==> config.mk <==
export PLATFORM = sky130hd
export DESIGN_NAME = median_frame_ctrl
export DESIGN_NICKNAME = d
export VERILOG_FILES = /design/src/rtl/median_ctrl_pkg.sv /design/src/rtl/median_win_addr.sv /design/src/rtl/median_frame_ctrl.sv
export SDC_FILE = /design/constraint.sdc
export NUM_CORES = 1
export LEC_CHECK = 0
export ABC_AREA = 1
export ABC_CLOCK_PERIOD_IN_PS = 10980
export CORE_MARGIN = 8
export CORE_UTILIZATION = 56
export DETAILED_ROUTE_END_ITERATION = 10
export PLACE_DENSITY_LB_ADDON = 0.1
export SLEW_MARGIN = 10
export SYNTH_ARGS = -nofsm -noshare
export SYNTH_HDL_FRONTEND = slang
export SYNTH_SLANG_ARGS = --single-unit
==> constraint.sdc <==
create_clock -name CLK -period 10.98 [get_ports CLK]
set_clock_uncertainty 0.15 [all_clocks]
set_input_delay 2.196 -clock CLK [delete_from_list [all_inputs] [get_ports CLK]]
set_output_delay 2.196 -clock CLK [all_outputs]
set_load 0.01 [all_outputs]
==> src/rtl/median_ctrl_pkg.sv <==
// Shared types and helpers for the median filter frame sequencer.
// Holds the FSM state enum, the tap count and the 3x3 tap offset map.
package median_ctrl_pkg;

  localparam int NTAPS = 9;

  typedef enum logic [2:0] {
    IDLE,
    FETCH,
    WAIT,
    WRITE,
    DONE
  } ctrl_state_t;

  typedef struct packed {
    logic signed [1:0] i;
    logic signed [1:0] j;
  } tap_off_t;

  // k -> (row, col) offset: i = k/3 - 1, j = k%3 - 1
  function automatic tap_off_t tap_offset(input logic [3:0] k);
    tap_off_t   o;
    logic [3:0] r;
    if (k < 4'd3) begin
      o.i = -2'sd1;
      r   = k;
    end else if (k < 4'd6) begin
      o.i = 2'sd0;
      r   = k - 4'd3;
    end else begin
      o.i = 2'sd1;
      r   = k - 4'd6;
    end
    o.j = (r == 4'd0) ? -2'sd1 :
          (r == 4'd1) ?  2'sd0 : 2'sd1;
    return o;
  endfunction

endpackage

==> src/rtl/median_win_addr.sv <==
// Edge-clamped 3x3 window address generator.
// Ports: x, y pixel; k tap index 0..8; addr = {ry, rx} of the clamped tap.
module median_win_addr
  import median_ctrl_pkg::*;
#(
  parameter int WIDTH  = 256,
  parameter int HEIGHT = 256,
  localparam int XW = $clog2(WIDTH),
  localparam int YW = $clog2(HEIGHT),
  localparam int AW = XW + YW
) (
  input  logic [XW-1:0] x,
  input  logic [YW-1:0] y,
  input  logic [3:0]    k,
  output logic [AW-1:0] addr
);

  tap_off_t              off;
  logic signed [XW+1:0]  sx;
  logic signed [YW+1:0]  sy;
  logic [XW-1:0]         rx;
  logic [YW-1:0]         ry;

  // Sums span [-1, size]; the sign bit flags underflow,
  // bit XW/YW alone flags the single overflow value.
  always_comb begin
    off = tap_offset(k);
    sx  = $signed({2'b00, x}) + {{XW{off.j[1]}}, off.j};
    sy  = $signed({2'b00, y}) + {{YW{off.i[1]}}, off.i};
    rx  = sx[XW+1] ? '0 : sx[XW] ? '1 : sx[XW-1:0];
    ry  = sy[YW+1] ? '0 : sy[YW] ? '1 : sy[YW-1:0];
    addr = {ry, rx};
  end

endmodule

==> src/rtl/median_frame_ctrl.sv <==
// Raster-order frame sequencer feeding a serial 3x3 median unit.
// Ports: START/BUSY/DONE control, source RAM read, dest RAM write, DI/DSI/DO/DSO.
module median_frame_ctrl #(
  parameter int WIDTH  = 256,
  parameter int HEIGHT = 256,
  parameter int AW     = $clog2(WIDTH*HEIGHT)
) (
  input  logic          CLK,
  input  logic          nRST,
  input  logic          START,
  output logic          BUSY,
  output logic          DONE,
  output logic [AW-1:0] RD_ADDR,
  input  logic [7:0]    RD_DATA,
  output logic          WR_EN,
  output logic [AW-1:0] WR_ADDR,
  output logic [7:0]    WR_DATA,
  output logic [7:0]    DI,
  output logic          DSI,
  input  logic [7:0]    DO,
  input  logic          DSO
);
  import median_ctrl_pkg::*;

  localparam int XW = $clog2(WIDTH);
  localparam int YW = $clog2(HEIGHT);

  ctrl_state_t   st, st_n;
  logic [XW-1:0] x, x_n;
  logic [YW-1:0] y, y_n;
  logic [3:0]    k, k_n;
  logic [AW-1:0] addr_n;
  logic          cap;

  // Fed with next-cycle counters so RD_ADDR is registered
  // yet already valid in the first FETCH cycle.
  median_win_addr #(
    .WIDTH (WIDTH),
    .HEIGHT(HEIGHT)
  ) u_addr (
    .x   (x_n),
    .y   (y_n),
    .k   (k_n),
    .addr(addr_n)
  );

  always_comb begin
    st_n = st;
    x_n  = x;
    y_n  = y;
    k_n  = k;
    cap  = 1'b0;
    unique case (st)
      IDLE: begin
        if (START) begin
          st_n = FETCH;
          x_n  = '0;
          y_n  = '0;
          k_n  = '0;
        end
      end
      FETCH: begin
        if (k == 4'(NTAPS-1)) begin
          st_n = WAIT;
          k_n  = '0;
        end else begin
          k_n = k + 4'd1;
        end
      end
      WAIT: begin
        // DSO during the window's last tap belongs to no result
        if (DSO && !DSI) begin
          st_n = WRITE;
          cap  = 1'b1;
        end
      end
      WRITE: begin
        x_n = x + XW'(1);
        k_n = '0;
        if (x == '1) y_n = y + YW'(1);
        if (x == '1 && y == '1) st_n = median_ctrl_pkg::DONE;
        else                    st_n = FETCH;
      end
      median_ctrl_pkg::DONE: st_n = IDLE;
      default:               st_n = IDLE;
    endcase
  end

  always_ff @(posedge CLK) begin
    if (!nRST) begin
      st      <= IDLE;
      x       <= '0;
      y       <= '0;
      k       <= '0;
      DSI     <= 1'b0;
      RD_ADDR <= '0;
      WR_DATA <= '0;
    end else begin
      st  <= st_n;
      x   <= x_n;
      y   <= y_n;
      k   <= k_n;
      DSI <= (st == FETCH);
      if (st_n == FETCH) RD_ADDR <= addr_n;
      if (cap)           WR_DATA <= DO;
    end
  end

  assign BUSY    = (st == FETCH) || (st == WAIT) || (st == WRITE);
  assign DONE    = (st == median_ctrl_pkg::DONE);
  assign WR_EN   = (st == WRITE);
  assign WR_ADDR = {y, x};
  assign DI      = RD_DATA;

endmodule
After elaboration in Yosys (flattened, before gate mapping)
Cells that the tools add are included.
- bits in registers: 48
- input bits: 20
- output and inout bits: 52
- add/sub/neg operators: 7
- $lt $le $gt $ge: 2
- equal/unequal tests: 9
- muxes and demuxes: 25
- reductions and logical operators: 7
- operators by type and width (cell ; count):
    8-bit 2-to-1 mux ; 7
    8-bit case mux with 2 select lines ; 2
    9-bit by 2-bit adder with 10-bit output ; 2
    8-bit by 1-bit adder with 8-bit output (second input constant) ; 2
    8-bit == test (second input constant) ; 2
    4-bit 2-to-1 mux ; 4
    3-bit 2-to-1 mux ; 4
    3-bit case mux with 4 select lines ; 1
    4-bit case mux with 3 select lines ; 1
    3-bit by 1-bit == test with 1-bit output (second input constant) ; 2
    3-bit by 2-bit == test with 1-bit output (second input constant) ; 2
    4-bit by 1-bit adder with 4-bit output (second input constant) ; 1
    4-bit by 1-bit == test with 1-bit output (second input constant) ; 1
    4-bit == test (second input constant) ; 1
    4-bit logical NOT ; 1
    4-bit by 2-bit less-than comparator with 1-bit output (second input constant) ; 1
    4-bit by 3-bit less-than comparator with 1-bit output (second input constant) ; 1
    1-bit 2-to-1 mux ; 4
    2-bit 2-to-1 mux ; 2
    4-bit by 2-bit subtractor with 4-bit output (second input constant) ; 1
    4-bit by 3-bit subtractor with 4-bit output (second input constant) ; 1
    3-bit == test (second input constant) ; 1
    3-bit logical NOT ; 1
    1-bit logical AND ; 2
    other kinds (2) ; 3

Depth between registers and ports, before layout
Gate-level depths: netlist (run 1).
- depth in word-level cells: 12
- mapped depth: 27

Cells and area by module
Synthesis (run 1) repeated with hierarchy kept, for this count alone.
- cell total of the unflattened synthesis: 602
- area, all modules: 3900.0 um2
- modules (own cells, without submodules) (module ; instances ; cells an instance ; area an instance (um2) ; seq. area each (um2)):
    median_frame_ctrl ; 1 ; 361 ; 2521.2 ; 960.9
    median_win_addr ; 1 ; 241 ; 1378.8 ; 0.0

Worst setup path before layout (run 1)
Ideal clock, no wire load.
- path type: input-to-reg
- start: in START
- end: reg RD_ADDR[0]
- library setup time: 0.141 ns
- arrival time: 5.161 ns
- required time: 10.689 ns
- setup slack: 5.528 ns
- stages on the path: 22
- path buffers: 0
- cells stage by stage: nand3_4 > nand3_1 > nand2_1 > ha_1 > inv_1 > nand3_4 > nor2_2 > inv_1 > nand2_2 > nand2_1 > inv_1 > ha_1 > a21oi_1 > nor2_1 > nor2_1 > nor2_1 > nor4_1 > nand3_1 > nand2_2 > nor2_8 > nand2_1 > a21oi_2
- word-level cells in the longest chain between the ends: 11
- elaborated cells on any way between the ends: 20
- ends and longest elaborated chain (element ; line ; source):
    start, declared ; median_frame_ctrl.sv:10 ; input logic START,
    4-bit 2-to-1 mux (*) ; median_frame_ctrl.sv:55 ; if (START) begin
    4-bit case mux with 3 select lines (*) ; median_frame_ctrl.sv:53 ; unique case (st)
    named net k_n[0] ; median_frame_ctrl.sv:31 ; logic [3:0] k, k_n;
    4-bit by 3-bit subtractor with 4-bit output, or another cell as far along ; median_ctrl_pkg.sv:32 ; r = k - 4'd6;
    4-bit 2-to-1 mux ; median_ctrl_pkg.sv:27 ; end else if (k < 4'd6) begin
    4-bit 2-to-1 mux (*) ; median_ctrl_pkg.sv:24 ; if (k < 4'd3) begin
    4-bit by 1-bit == test with 1-bit output ; median_ctrl_pkg.sv:35 ; (r == 4'd1) ? 2'sd0 : 2'sd1;
    1-bit 2-to-1 mux ; median_ctrl_pkg.sv:35 ;
    2-bit 2-to-1 mux (*) ; median_ctrl_pkg.sv:34 ; o.j = (r == 4'd0) ? -2'sd1 :
    9-bit by 2-bit adder with 10-bit output (*) ; median_win_addr.sv:28 ; sx = $signed({2'b00, x}) + {{XW{off.j[1]}}, off.j};
    8-bit 2-to-1 mux ; median_win_addr.sv:30 ; rx = sx[XW+1] ? '0 : sx[XW] ? '1 : sx[XW-1:0];
    8-bit 2-to-1 mux (*) ; median_win_addr.sv:30 ;
    end signal, assigned ; median_frame_ctrl.sv:104 ; if (st_n == FETCH) RD_ADDR <= addr_n;
    end, declared ; median_frame_ctrl.sv:13 ; output logic [AW-1:0] RD_ADDR,
The timed path passes the listed nets; every way through them passes the cells marked *.
A chain may end at the register's enable or synchronous reset.

Worst setup path in the final report (run 1)
- start: in START
- end: reg RD_ADDR[6]
Same word-level chain as after synthesis.

==> run summary, run 1 <==
At the worst endpoint, the required time is 10980 ps. The internal power of the cells came out at 290.3 uW. The count of antenna-violating nets left after detailed routing came out at 0. The number of detailed-route iterations in the first pass came out at 5. The run finished with clean final reports. Summed over all cells, the static leakage comes to 0.001845 uW.

The number of distinct library cells after synthesis came out at 40. The part of the total power dissipated in combinational logic is 21.2%. The clock sink count is between 40 and 50.

The via density per instance came out at 5.414. The area of the die came out at 9027 um^2. The clock latency at the later pin of the worst-skew pair is ~300 ps.

The adder-cell share of the synthesized area is just over 10%. The post-route DRC violation count came out at 0. Post-CTS timing repair inserted 0 buffers for setup. The worst setup path is captured at a register.

The total detailed-routing wirelength is 8516 um. The worst-case vdd ir drop is 0.05964 mV. The sum of negative setup slack is 0 ps. The DRC violation total after the first TritonRoute iteration came out at 198. Setup violations remaining at the end of the flow were counted as 0.

The average wire per standard cell came out at approximately 14 um. The floorplan row count came out at 28. The die boundary width came out at 95.01 um. The combined area of the multi-input logic cells came out at 2198 um^2. TritonCTS built the clock tree. The initial antenna violation count came out at 0. The switching share of power is 28.50%. The minimum period implied by the final worst setup slack came out at about 6300 ps.

The layout has 508 filler cells. The buffers plus inverters on the worst setup path is 4. The storage element area is just under 1000 um^2. The via count of the first global-routing pass is 3195. After synthesis, the largest family of logic cells by area is simple AND/OR/NAND/NOR gates. The number of nets produced by synthesis is 551. The aggregate global routing overflow is 0. The number of buffers inserted by port buffering is 55. Per report_power, the clock group accounts for between 30 and 40% of the total. The share of the yosys chip area belonging to registers came out at 27.49%.

The layout cell share with drive strength beyond 1 came out at 10.34%. The xor/xnor cell area share of the yosys netlist is 3.006%. The complex-gate fraction of the synthesized area is 15.68%. The hold violation total from the final report came out at 0. The mapped netlist covers 3496 um^2. After clock tree synthesis, the repair step resized 0 gates. The class of the tightest hold or removal check is reg -> reg. The area of the core is 5991 um^2. Summing over every cut layer, the via total after detailed routing is 3389.

After the last flow step, the layout net total stands at roughly 600. The multiplexer area fraction after synthesis is 0%. For this run, the number of Yosys warnings is 0.

The max-cap check violation count came out at 0. The starting utilization of the core area came out at 58.35%. The count of hold-fix buffers inserted at cts is 0. The final hold slack is 328.9 ps. The classification of the worst setup path is in -> reg.

The longest clock path from root to sink contains 2 buffers. The max-slew violation count is 0. At the pin with the least slew margin, the transition time is between 1000 and 1500 ps. The die boundary height came out at 95.01 um. The number of diodes added for antenna fixing came out at 0. The power density over the cells came out at 97.36 nW/um^2. The detailed placement HPWL came out at 6509 um. Along the worst path, the maximum fanout reaches 12. The I/O pin count came out at 72. In the global route stage, overall resource usage came out at 19.66%. A synthesized cell averages 6.936 um^2. The number of CTS-inserted buffers is 5. The part of the power in registers is 45.5%. Setup repair after global routing left no endpoint under its margin. For this run, the slowest stage of the critical path takes 540 ps. The tree is rooted in a sky130_fd_sc_hd__clkbuf_8. The routability congestion estimate came out at 0.9076. The data arrival time of the worst path is 6330 ps. The largest net degree at the start of global routing is 31.

After clock tree synthesis, the clock-pin slew on the worst setup and hold paths is 90 ps. The number of standard cells after synthesis is 504. The synthesis-to-layout area growth came out at 19.29%. Walking the worst path, the cells encountered are clkdlybuf4s50_1 > nand3_4 > nand3_1 > nand2_1 > ha_1 > inv_1 > nand3_4 > nor2_2 > inv_1 > nand2_2 > nand2_1 > inv_1 > ha_1 > a21oi_1 > nor2_1 > nor2_1 > nor2_1 > nor4_1 > nand3_1 > nand2_2 > nor2_8 > nand2_1 > a21oi_2. The final period utilization came out at 57.59%.

The worst setup path is launched from a primary input. The flop and latch count out of synthesis is 48. The power spent charging and discharging nets came out at ~120 uW. The global-route wire length before repair came out at roughly 15000 um. The slowest stage of the critical path is the sky130_fd_sc_hd__clkdlybuf4s50_1 cell. In this run the tightest slew margin relative to its limit is about a quarter. On the critical path the largest part of the delay comes from simple AND/OR/NAND/NOR gates. The basic-gate share of the synthesized area counting and, or, nand and nor cells is 34.11%. The count of H-tree levels built during CTS is 2.

The achievable clock frequency came out at roughly 160 MHz.
[final cells by class]
cell class / count / share of cell area (%)
clock buffer: 6 / 1.980
clock inverter: 2 / 0.9301
timing repair buffer: 56 / 13.38
inverter: 63 / 5.701
tap: 75 / 2.250
multi-input combinational: 376 / 52.72
sequential: 48 / 23.04
[state kept, by name, indices dropped and copies added (netlist names)]
name / flops
RD_ADDR: 16
y: 8
DSI: 1
k: 4
st: 3
x: 8
WR_DATA: 8
[power by group through the flow]
stage	Clock, uW	Combinational, uW	Sequential [uW]
6_report	135	86.3	185
5_1_grt	146	95.9	186
4_1_cts	137	86.4	185
3_5_place_dp	0	86.1	189
3_3_place_gp	0	84.4	189
2_1_floorplan	0	58.1	191
[cells by family after synthesis]
kind of cell,Yosys count
buffers and inverters,80
DFF,48
adders and majority gates,27
xor gates and xnor gates,12
AOI/OAI and AO/OA,99
and+or+nand+nor,238
[per-stage QoR]
step	power (uW)	util, %	instance area, um^2	cells	worst slack [ps]
finish	406.0	69.61	4170	626	4657
global route	427.9	69.61	4170	626	4269
CTS	407.8	69.61	4170	626	4703
detailed placement	274.8	67.59	4049	618	4398
global placement	273.1	67.59	4049	618	4595
floorplan	249.4	-	3496	504	5528
[worst register-to-register path, stage by stage, from the launching register on]
cell and delay (ps):
sky130_fd_sc_hd__dfxtp_1 370, sky130_fd_sc_hd__inv_1 90, sky130_fd_sc_hd__ha_1 210, sky130_fd_sc_hd__nand3b_4 120, sky130_fd_sc_hd__nand3_1 130, sky130_fd_sc_hd__nand2_1 110, sky130_fd_sc_hd__ha_1 230, sky130_fd_sc_hd__inv_1 100
sky130_fd_sc_hd__nand3_4 110, sky130_fd_sc_hd__nor2_2 470, sky130_fd_sc_hd__inv_1 170, sky130_fd_sc_hd__nand2_2 160, sky130_fd_sc_hd__nand2_1 90, sky130_fd_sc_hd__inv_1 250, sky130_fd_sc_hd__ha_1 350, sky130_fd_sc_hd__a21oi_1 200
sky130_fd_sc_hd__nor2_1 60, sky130_fd_sc_hd__nor2_1 130, sky130_fd_sc_hd__nor2_1 60, sky130_fd_sc_hd__nor4_1 360, sky130_fd_sc_hd__nand3_1 150, sky130_fd_sc_hd__nand2_2 130, sky130_fd_sc_hd__nor2_8 50, sky130_fd_sc_hd__nand2_1 80
sky130_fd_sc_hd__a21oi_2 50
[path summary, 6_finish.rpt]
path | startpoint | to | slack, ps | cells past startpoint
hold / removal | RD_ADDR[4]$_SDFFE_PN0N_ | RD_ADDR[4]$_SDFFE_PN0N_ | 330 | 2
setup reg to reg | k[0]$_SDFF_PN0_ | RD_ADDR[6]$_SDFFE_PN0N_ | 6440 | 24
hold reg to reg | RD_ADDR[4]$_SDFFE_PN0N_ | RD_ADDR[4]$_SDFFE_PN0N_ | 330 | 2
setup / recovery | START | RD_ADDR[6]$_SDFFE_PN0N_ | 4660 | 23
[cells in the mapped netlist]
| library cell | number | area share (%) |
|---|---|---|
| sky130_fd_sc_hd__nand2_1 | 102 | 11 |
| sky130_fd_sc_hd__inv_1 | 55 | 5.9 |
| sky130_fd_sc_hd__nor2_1 | 51 | 5.5 |
| sky130_fd_sc_hd__dfxtp_1 | 48 | 27 |
| sky130_fd_sc_hd__a21oi_1 | 41 | 5.9 |
| sky130_fd_sc_hd__o21ai_0 | 40 | 5.7 |
| sky130_fd_sc_hd__nand3_1 | 36 | 5.2 |
| sky130_fd_sc_hd__ha_1 | 25 | 8.9 |
| sky130_fd_sc_hd__a21oi_2 | 9 | 2.3 |
| sky130_fd_sc_hd__buf_4 | 9 | 1.9 |
| sky130_fd_sc_hd__xor2_1 | 9 | 2.3 |
| sky130_fd_sc_hd__nand2_2 | 8 | 1.4 |
| sky130_fd_sc_hd__nand4_1 | 8 | 1.4 |
| sky130_fd_sc_hd__nor3_1 | 8 | 1.1 |
| sky130_fd_sc_hd__inv_2 | 7 | 0.75 |
| sky130_fd_sc_hd__clkbuf_1 | 6 | 0.64 |
| sky130_fd_sc_hd__nand3_2 | 4 | 1.1 |
| sky130_fd_sc_hd__nand3_4 | 4 | 2.0 |
| sky130_fd_sc_hd__nor2_2 | 3 | 0.54 |
| sky130_fd_sc_hd__nor2_8 | 3 | 1.7 |
| sky130_fd_sc_hd__or2_2 | 3 | 0.54 |
| sky130_fd_sc_hd__xnor2_1 | 3 | 0.75 |
| sky130_fd_sc_hd__a31oi_1 | 2 | 0.36 |
| sky130_fd_sc_hd__fa_1 | 2 | 1.1 |
| sky130_fd_sc_hd__nand2_4 | 2 | 0.64 |
| sky130_fd_sc_hd__nor2_4 | 2 | 0.64 |
| sky130_fd_sc_hd__a21o_1 | 1 | 0.21 |
| sky130_fd_sc_hd__and2_1 | 1 | 0.18 |
| sky130_fd_sc_hd__buf_1 | 1 | 0.11 |
| sky130_fd_sc_hd__buf_2 | 1 | 0.14 |
| sky130_fd_sc_hd__clkinv_2 | 1 | 0.14 |
| sky130_fd_sc_hd__nand3b_4 | 1 | 0.57 |
| sky130_fd_sc_hd__nor3b_2 | 1 | 0.36 |
| sky130_fd_sc_hd__nor4_1 | 1 | 0.18 |
| sky130_fd_sc_hd__o2111ai_1 | 1 | 0.25 |
| sky130_fd_sc_hd__o211ai_1 | 1 | 0.21 |
| sky130_fd_sc_hd__o21a_1 | 1 | 0.21 |
| sky130_fd_sc_hd__o21ai_1 | 1 | 0.14 |
| sky130_fd_sc_hd__o221ai_1 | 1 | 0.25 |
| sky130_fd_sc_hd__o22ai_1 | 1 | 0.18 |
[routing by layer]
layer	vias up	global-route usage, %	wire length [um]
met5	-	0	0
met4	0	5.592	142
met3	16	4.245	585
met2	106	34.53	4001
met1	1526	23.52	3787
li1	1741	-	-
[cell usage in the layout (no fill, tap or decap), types with 2 or more instances in the layout]
master / Yosys / layout
sky130_fd_sc_hd__nand3_1: 36 / 36
sky130_fd_sc_hd__nor2_1: 51 / 51
sky130_fd_sc_hd__clkbuf_8: 0 / 6
sky130_fd_sc_hd__o21ai_0: 40 / 40
sky130_fd_sc_hd__nand3_4: 4 / 4
sky130_fd_sc_hd__xor2_1: 9 / 9
sky130_fd_sc_hd__xnor2_1: 3 / 3
sky130_fd_sc_hd__nand3_2: 4 / 4
sky130_fd_sc_hd__nand2_4: 2 / 2
sky130_fd_sc_hd__nand4_1: 8 / 8
sky130_fd_sc_hd__a21oi_2: 9 / 9
sky130_fd_sc_hd__fa_1: 2 / 2
sky130_fd_sc_hd__a21oi_1: 41 / 41
sky130_fd_sc_hd__nor2_2: 3 / 3
sky130_fd_sc_hd__ha_1: 25 / 25
sky130_fd_sc_hd__nor2_8: 3 / 3
sky130_fd_sc_hd__nand2_2: 8 / 8
sky130_fd_sc_hd__nor2_4: 2 / 2
sky130_fd_sc_hd__nor3_1: 8 / 8
sky130_fd_sc_hd__inv_1: 55 / 55
sky130_fd_sc_hd__nand2_1: 102 / 102
sky130_fd_sc_hd__clkdlybuf4s50_1: 0 / 55
sky130_fd_sc_hd__a31oi_1: 2 / 2
sky130_fd_sc_hd__dfxtp_1: 48 / 48
sky130_fd_sc_hd__inv_2: 7 / 7
sky130_fd_sc_hd__or2_2: 3 / 3
No activity file was read; power rests on OpenSTA's default activity.
==> run 2: changes to the inputs <==
- ABC_CLOCK_PERIOD_IN_PS: 10980 -> 5400
- CORE_UTILIZATION: 56 -> 47
- clock period: 10.98 -> 5.4 ns (I/O delays scaled with it)
==> run 2 against run 1 <==
- first-iteration DRC count fell by 46%
- cell count rose by 4.2%
- die area rose by 16%
==> run summary, run 2 (synthesis results as in run 1) <==
The run finished with clean final reports. The switching share of power came out at 29.76%. In the final layout, flip-flops and latches occupy 960.9 um^2. The tree is rooted in a sky130_fd_sc_hd__clkbuf_8.

Prior to clock tree synthesis, the placed netlist has a worst setup slack of 343.7 ps. The worst endpoint required time came out at 5410 ps. The power spent charging and discharging nets came out at 245.6 uW. Setup repair after global routing left no endpoint under its margin. The post-route netlist has 10.67% of its cells at a drive strength greater than 1. In the final timing run, aggregate negative setup slack is 0 ps. The detailed placement HPWL is 6704 um. The average wire per standard cell is 13.20 um. The overall power consumption came out at 825.2 uW. The die boundary height came out at 102.2 um. Wire segments on met3 add up to 468 um in the final route. The via density per instance is between 5 and 6. The number of flip-flops in the largest register came out at 16. The most common library cell in the layout ignoring fill and taps is sky130_fd_sc_hd__nand2_1. For this run, design rule violations remaining after detail routing come to 0. The global-route wire length before repair is 14780 um.

The DRC violation total after the first TritonRoute iteration came out at 107. The critical path is of the in -> reg type. The source of the worst register-to-register timing path is k[0]$_SDFF_PN0_. The number of detailed-route iterations in the first pass is 4. The total detailed-routing wirelength came out at roughly 8600 um.

The total routing resource utilization after global routing is 17.22%. Along the worst path, the maximum fanout reaches 9. The area of the core came out at 7214 um^2. The die boundary width is 102.2 um. The number of cells traversed by the worst register-to-register path came out at 25. The worst-case setup margin in the final layout is 647.1 ps. The TritonCTS clock tree is done. The class of the tightest hold or removal check is reg -> reg. The detailed-route via count came out at 3359. At the pin with the least slew margin, the transition time is approximately 1100 ps. The worst slew margin relative to its limit is 23.67%. The minimum period implied by the final worst setup slack is 4753 ps.

The starting utilization of the core area is 48.46%. After global routing the overflow that remains totals 0. Among cell families on the critical path, the largest total delay comes from simple AND/OR/NAND/NOR gates. Based on the critical path, the design can be clocked at up to between 200 and 250 MHz. The placed instance area is roughly 4000 um^2. The part of the power in registers is 45.5%. Summing all multi-input logic gate instances after layout gives 2198 um^2. The max-slew violation count was 0. The number of non-filler instances in the completed layout came out at 652. The highest layer touched by signal routing is met4. The max-cap check violation count is 0.

The area of the die is 10450 um^2. In the final routing, the length of wire on met1 measures roughly 4000 um. The static leakage came out at 0.001847 uW. Leaving out fill and tap cells, the most frequent cells in the layout are sky130_fd_sc_hd__nand2_1, sky130_fd_sc_hd__inv_1, sky130_fd_sc_hd__clkdlybuf4s50_1. The worst-case vdd ir drop is 0.1153 mV. The worst-path cell with the longest stage delay is sky130_fd_sc_hd__clkdlybuf4s50_1.

The startpoint identified for the worst hold timing path is RD_ADDR[6]$_SDFFE_PN0N_. The power share of the clock group is 33.2%. The net count of the finished layout is 599. Routability-driven placement finished with a final weighted congestion of 0.8770. Counting flops per register, the top entry is RD_ADDR. The worst setup path is captured at a register. The cell area after layout came out at 4209 um^2. After clock tree synthesis, the repair step resized 0 gates. The cell depth of the worst setup path is 23.

Clock latency on the worst-skew pair, taken at its later pin, is 310 ps. The slack of the worst reg-to-reg path came out at 1180 ps. The synthesis-to-layout area growth came out at 20.40%. The power density over the cells came out at 196.1 nW/um^2. The filler cell count came out at 720. Walking the worst path, the cells encountered are clkdlybuf4s50_1 > nand3_4 > nand3_1 > nand2_1 > ha_1 > inv_1 > nand3_4 > nand4_1 > nand2_1 > nor2_4 > nand2_1 > inv_1 > ha_1 > a21oi_1 > nor2_1 > nor2_1 > nor2_1 > nor4_1 > nand3_1 > nand2_2 > nor2_8 > nand2_1 > a21oi_2. The I/O pin count came out at 72.

The data arrival time of the worst path came out at 4760 ps. The critical path contains buffers and inverters numbering 3 combined. The floorplan has 31 rows.

The largest net degree at the start of global routing came out at 31. The clock transition at the registers of the reported paths came out at 100 ps. The initial antenna violation count came out at 0.

The number of buffers on the longest clock path came out at 2. The count of H-tree levels built during CTS is 2. The internal power of the cells came out at 579.6 uW. Input and output buffers added on the ports amount to 55. The hold violation total from the final report is 0. The clock net in this run drives a total of 48 sinks. The routed design uses 4076 um of met2 wire. The end of the worst register-to-register path is RD_ADDR[2]$_SDFFE_PN0N_. The hold path endpoint is RD_ADDR[6]$_SDFFE_PN0N_.

In this run, placement finished with an instance count of about 640. The count of antenna-violating nets left after detailed routing came out at 0. The depth of the worst hold-timing path came out at 2. The count of hold-fix buffers inserted at cts came out at 0. The stage delay of the slowest cell on the critical path is 530 ps. The via count of the first global-routing pass is 3240.

The post-CTS setup-driven buffer insertion count is 0. The number of diodes added for antenna fixing is 0. Counting the buffers created by CTS gives 5. The part of the total power dissipated in combinational logic is a little over a fifth. The worst setup path is launched from a primary input. The final count of negative-setup-slack endpoints came out at 0. The most common cell type on the critical path is sky130_fd_sc_hd__nand2_1. Dividing the final minimum period by the clock period gives approximately 88%.
-- run 2: cell types whose count changed in the layout (fill, tap and decap cells not counted) --
cell / change
sky130_fd_sc_hd__inv_6: +1
sky130_fd_sc_hd__buf_4: +2
sky130_fd_sc_hd__clkbuf_8: -1
sky130_fd_sc_hd__clkinvlp_4: +1
sky130_fd_sc_hd__clkinv_4: -1
-- run 2: layout make-up --
cell class	instances	area share, %
well taps	99	2.943
clock buffers	5	1.635
flip-flops and latches	48	22.83
multi-input cells	376	52.23
clock inverters	3	1.100
inverters	63	5.648
repair buffers	58	13.61
-- run 2: power groups by stage --
stage | Combinational [uW] | Clock, uW | Sequential [uW]
global placement | 174 | 0 | 384
global route | 196 | 291 | 378
finish | 176 | 274 | 376
detailed placement | 177 | 0 | 384
floorplan | 118 | 0 | 389
CTS | 178 | 280 | 376
-- run 2: worst max path at each step --
stage	start	end
3_3_place_gp	START	RD_ADDR[7]$_SDFFE_PN0N_
2_1_floorplan	START	RD_ADDR[0]$_SDFFE_PN0N_
3_5_place_dp	START	RD_ADDR[2]$_SDFFE_PN0N_
5_1_grt	START	RD_ADDR[5]$_SDFFE_PN0N_
4_1_cts	START	RD_ADDR[2]$_SDFFE_PN0N_
6_report	START	RD_ADDR[2]$_SDFFE_PN0N_
-- run 2: metal layers --
layer  track usage, %  up-vias
li1                 -     1745
met1            20.80     1539
met2            30.88       68
met3            3.542        7
met4            2.709        0
met5                0        -
-- run 2: metrics by stage --
stage / hold slack [ps] / utilization (%)
6_report: 333.1 / 58.34
2_1_floorplan: 349.7 / -
5_1_grt: 358.6 / 58.34
4_1_cts: 335.3 / 58.34
3_3_place_gp: 313.7 / 56.75
3_5_place_dp: 319.5 / 56.75
-- run 2: tightest hold or removal path, stage by stage (launching register included) --
cell                      delay, ps
sky130_fd_sc_hd__dfxtp_1        320
sky130_fd_sc_hd__nand2_1         80
sky130_fd_sc_hd__a21oi_2         50
==> run 3: changes to the inputs <==
- CELL_PAD_IN_SITES_DETAIL_PLACEMENT: default -> 1
- CELL_PAD_IN_SITES_GLOBAL_PLACEMENT: default -> 2
- CORE_UTILIZATION: 47 -> 26
==> run 3 against run 2 <==
- non-clock buffer count increased by 1
- clock power increased by 17%
- critical path depth did not move
- critical path type unchanged
- largest power group unchanged
==> run summary, run 3 (synthesis results as in run 1) <==
The amount of wire on met2 after detailed routing came out at ~5200 um. The power density over the cells is 202.1 nW/um^2. The worst setup path is launched from a primary input. The number of buffers inserted by port buffering came out at 55.

STA puts the critical path data arrival time at 4900 ps. The clock transition at the registers of the reported paths came out at approximately 70 ps. VDD sags by at most 0.09580 mV. The max-slew violation count is 0. The average wire per standard cell came out at between 10 and 15 um.

Relative to the synthesized area, the layout overhead comes to 24.19%. TritonCTS built the clock tree. The global-route wire length before repair came out at 17600 um. The most common cell type on the critical path is sky130_fd_sc_hd__nand2_1. In this run the static leakage power is 0.001871 uW. The class of the tightest hold or removal check is reg -> reg. The combined area of the multi-input logic cells is 2198 um^2.

The flow ran to the end, and the final reports show no timing, DRC or antenna violations. The clock tree root driver cell is sky130_fd_sc_hd__clkbuf_16. The count of antenna-violating nets left after detailed routing is 0. After detailed routing, no signal wire sits above met4. Counting cells, the worst reg-to-reg path comes to 25. The minimum period implied by the final worst setup slack came out at 4852 ps. Setup repair after global routing left no endpoint under its margin. The count of cells resized by post-cts repair came out at 0. The stage delay of the slowest cell on the critical path came out at 530 ps. The placed instance area is between 4000 and 5000 um^2. The detailed-route via count came out at 3400. In the routed layout, each cell is associated on average with a via count of 4.658. The tool flagged a number of max-cap violations equal to 0. The achievable clock frequency came out at 206.1 MHz. The die boundary height came out at 132.0 um. The detailed-routed wire length on met3 came out at 375 um. TritonCTS created 5 clock buffers. The initial antenna violation count is 0.

The clock tree synthesis step divided the H-tree into 2 levels. The critical path is of the in -> reg type. The die boundary width is 132.0 um. The last element of the critical path is RD_ADDR[4]$_SDFFE_PN0N_. The critical path starts at START.

The detailed placement HPWL is 8451 um. The floorplan has 42 rows. The number of buffers on the longest clock path came out at 2.

The endpoint kind of the worst setup timing path is a register. The register with the most flip-flops is RD_ADDR. The total routing resource utilization after global routing is between 10% and 20%. Of the cells placed in the final design, the portion with a size suffix greater than 1 is 10.83%.

The net count of the finished layout is 600. The library cell used most frequently in the layout, excluding fill and tap cells, is sky130_fd_sc_hd__nand2_1. The detailed router put a total of 4839 um of wire on met1.

In the routed design, unresolved DRC markers number 0. The final period utilization is 89.84%. After floorplanning, the core was sized to cover 13190 um^2. The via count of the first global-routing pass is 3512. For this configuration, the core starts out at a cell density of 26.50%. After layout, the worst setup slack is 548.5 ps.

The source of the worst register-to-register timing path is k[0]$_SDFF_PN0_. At the worst endpoint, the required time is 5440 ps. Counting buffers and inverters, the worst setup path is 23 cells deep. The I/O pin count came out at 72. The hold violation total from the final report is 0.

The storage element area came out at ~960 um^2. The worst slack after detailed placement came out at 240.4 ps. The number of detailed-route iterations in the first pass is 4. In this run the worst path has a maximum fanout of 9. The kind of cell with the highest combined delay along the critical path is simple AND/OR/NAND/NOR gates.

The aggregate global routing overflow is 0. The buffers plus inverters on the worst setup path is 3. The slew at the pin with the worst max-slew slack came out at about 790 ps. The clock latency at the later pin of the worst-skew pair is 300 ps. The filler cell count is 1639.

The number of flip-flops in the largest register came out at 16. The number of diodes added for antenna fixing came out at 0. The slack of the worst reg-to-reg path is around 1100 ps. The routability congestion estimate came out at 0.8017. Entering global routing, the biggest net connects 22 pins. The slowest stage of the critical path is the sky130_fd_sc_hd__clkdlybuf4s50_1 cell. The clock sink count is 48. The worst slew margin relative to its limit came out at between 40% and 50%. The area of the die came out at 17410 um^2. The total detailed-routing wirelength came out at 10540 um.

The DRC violation total after the first TritonRoute iteration is 93. The endpoint identified for the worst register-to-register timing path is RD_ADDR[4]$_SDFFE_PN0N_. The library cells used most frequently in the layout, excluding fill and tap cells, are sky130_fd_sc_hd__nand2_1, sky130_fd_sc_hd__inv_1, sky130_fd_sc_hd__clkdlybuf4s50_1. The count of hold-fix buffers inserted at cts came out at 0. The critical path goes through clkdlybuf4s50_1 > nand3_4 > nand3_1 > nand2_1 > ha_1 > inv_1 > nand3_4 > nand4_1 > nand2_1 > nor2_4 > nand2_1 > inv_1 > ha_1 > a21oi_1 > nor2_1 > nor2_1 > nor2_1 > nor4_1 > nand3_1 > nand2_2 > nor2_8 > nand2_1 > a21oi_2. The number of setup buffers added after CTS is 0.

With fillers left out, the area of the finished cells amounts to roughly 4300 um^2. The final count of negative-setup-slack endpoints came out at 0. Adding up every negative setup slack in the final design gives 0 ps.
[run 3: changes by cell type in the layout (fill, tap and decap cells not counted)]
cell                         change
sky130_fd_sc_hd__clkbuf_16       +5
sky130_fd_sc_hd__clkbuf_8        -5
sky130_fd_sc_hd__clkinv_2        +2
sky130_fd_sc_hd__buf_4           +1
sky130_fd_sc_hd__bufinv_16       -1
sky130_fd_sc_hd__clkinv_4        +1
sky130_fd_sc_hd__clkinvlp_4      -1
sky130_fd_sc_hd__inv_6           -1
[run 3: how the worst min path moves through the flow]
stage,from,endpoint,cells after the start
final,RD_ADDR[2]$_SDFFE_PN0N_,RD_ADDR[2]$_SDFFE_PN0N_,2
after global routing,WR_DATA[6]$_SDFFE_PN0P_,WR_DATA[6]$_SDFFE_PN0P_,2
after CTS,RD_ADDR[2]$_SDFFE_PN0N_,RD_ADDR[2]$_SDFFE_PN0N_,2
after detailed placement,RD_ADDR[6]$_SDFFE_PN0N_,RD_ADDR[6]$_SDFFE_PN0N_,2
after global placement,WR_DATA[0]$_SDFFE_PN0P_,WR_DATA[0]$_SDFFE_PN0P_,2
after floorplan,RD_ADDR[0]$_SDFFE_PN0N_,RD_ADDR[0]$_SDFFE_PN0N_,2
[run 3: worst reg2reg max path, cell delays in order (launching register included)]
cell	delay (ps)
sky130_fd_sc_hd__dfxtp_1	430
sky130_fd_sc_hd__inv_1	80
sky130_fd_sc_hd__ha_1	250
sky130_fd_sc_hd__nand3b_4	120
sky130_fd_sc_hd__nand3_1	90
sky130_fd_sc_hd__nand2_1	140
sky130_fd_sc_hd__ha_1	190
sky130_fd_sc_hd__inv_1	70
sky130_fd_sc_hd__nand3_4	110
sky130_fd_sc_hd__nand3_2	100
sky130_fd_sc_hd__nand2_1	90
sky130_fd_sc_hd__nand2_2	70
sky130_fd_sc_hd__nor2_4	160
sky130_fd_sc_hd__nand2_1	100
sky130_fd_sc_hd__inv_1	280
sky130_fd_sc_hd__ha_1	360
sky130_fd_sc_hd__a21oi_1	210
sky130_fd_sc_hd__nor2_1	60
sky130_fd_sc_hd__nor2_1	140
sky130_fd_sc_hd__nor2_1	60
sky130_fd_sc_hd__nor4_1	420
sky130_fd_sc_hd__nand3_1	160
sky130_fd_sc_hd__nand2_2	130
sky130_fd_sc_hd__nor2_8	60
sky130_fd_sc_hd__nand2_1	80
sky130_fd_sc_hd__a21oi_2	50
[run 3: where the power goes]
group	internal, uW	switching, uW	leakage, uW
Clock	171	150	0.0000736
Combinational	73.2	107	0.00141
Sequential	367	8.65	0.000390
Total	612	265	0.00187
[run 3: metal layers]
layer	global-route usage, %	vias up
met1	14.26	1609
met5	0	-
met4	2.808	0
met3	3.201	5
met2	22.57	45
li1	-	1741
[run 3: cell type report]
cell class,count,share of cell area [%]
clock buffer,5,2.882
clock inverter,3,0.4323
inverter,63,5.476
multi-input combinational,376,50.63
sequential,48,22.13
tap,176,5.072
timing repair buffer,59,13.37
[run 3: per-stage QoR]
step                power [uW]  std cells  hold slack [ps]  util [%]
finish                   877.3        730            331.3     32.92
detailed placement       569.2        722            323.3     31.83
floorplan                507.2        504            349.7         -
global route             928.8        730            356.8     32.92
CTS                      900.2        730            334.9     32.92
global placement         567.1        722            317.1     31.83
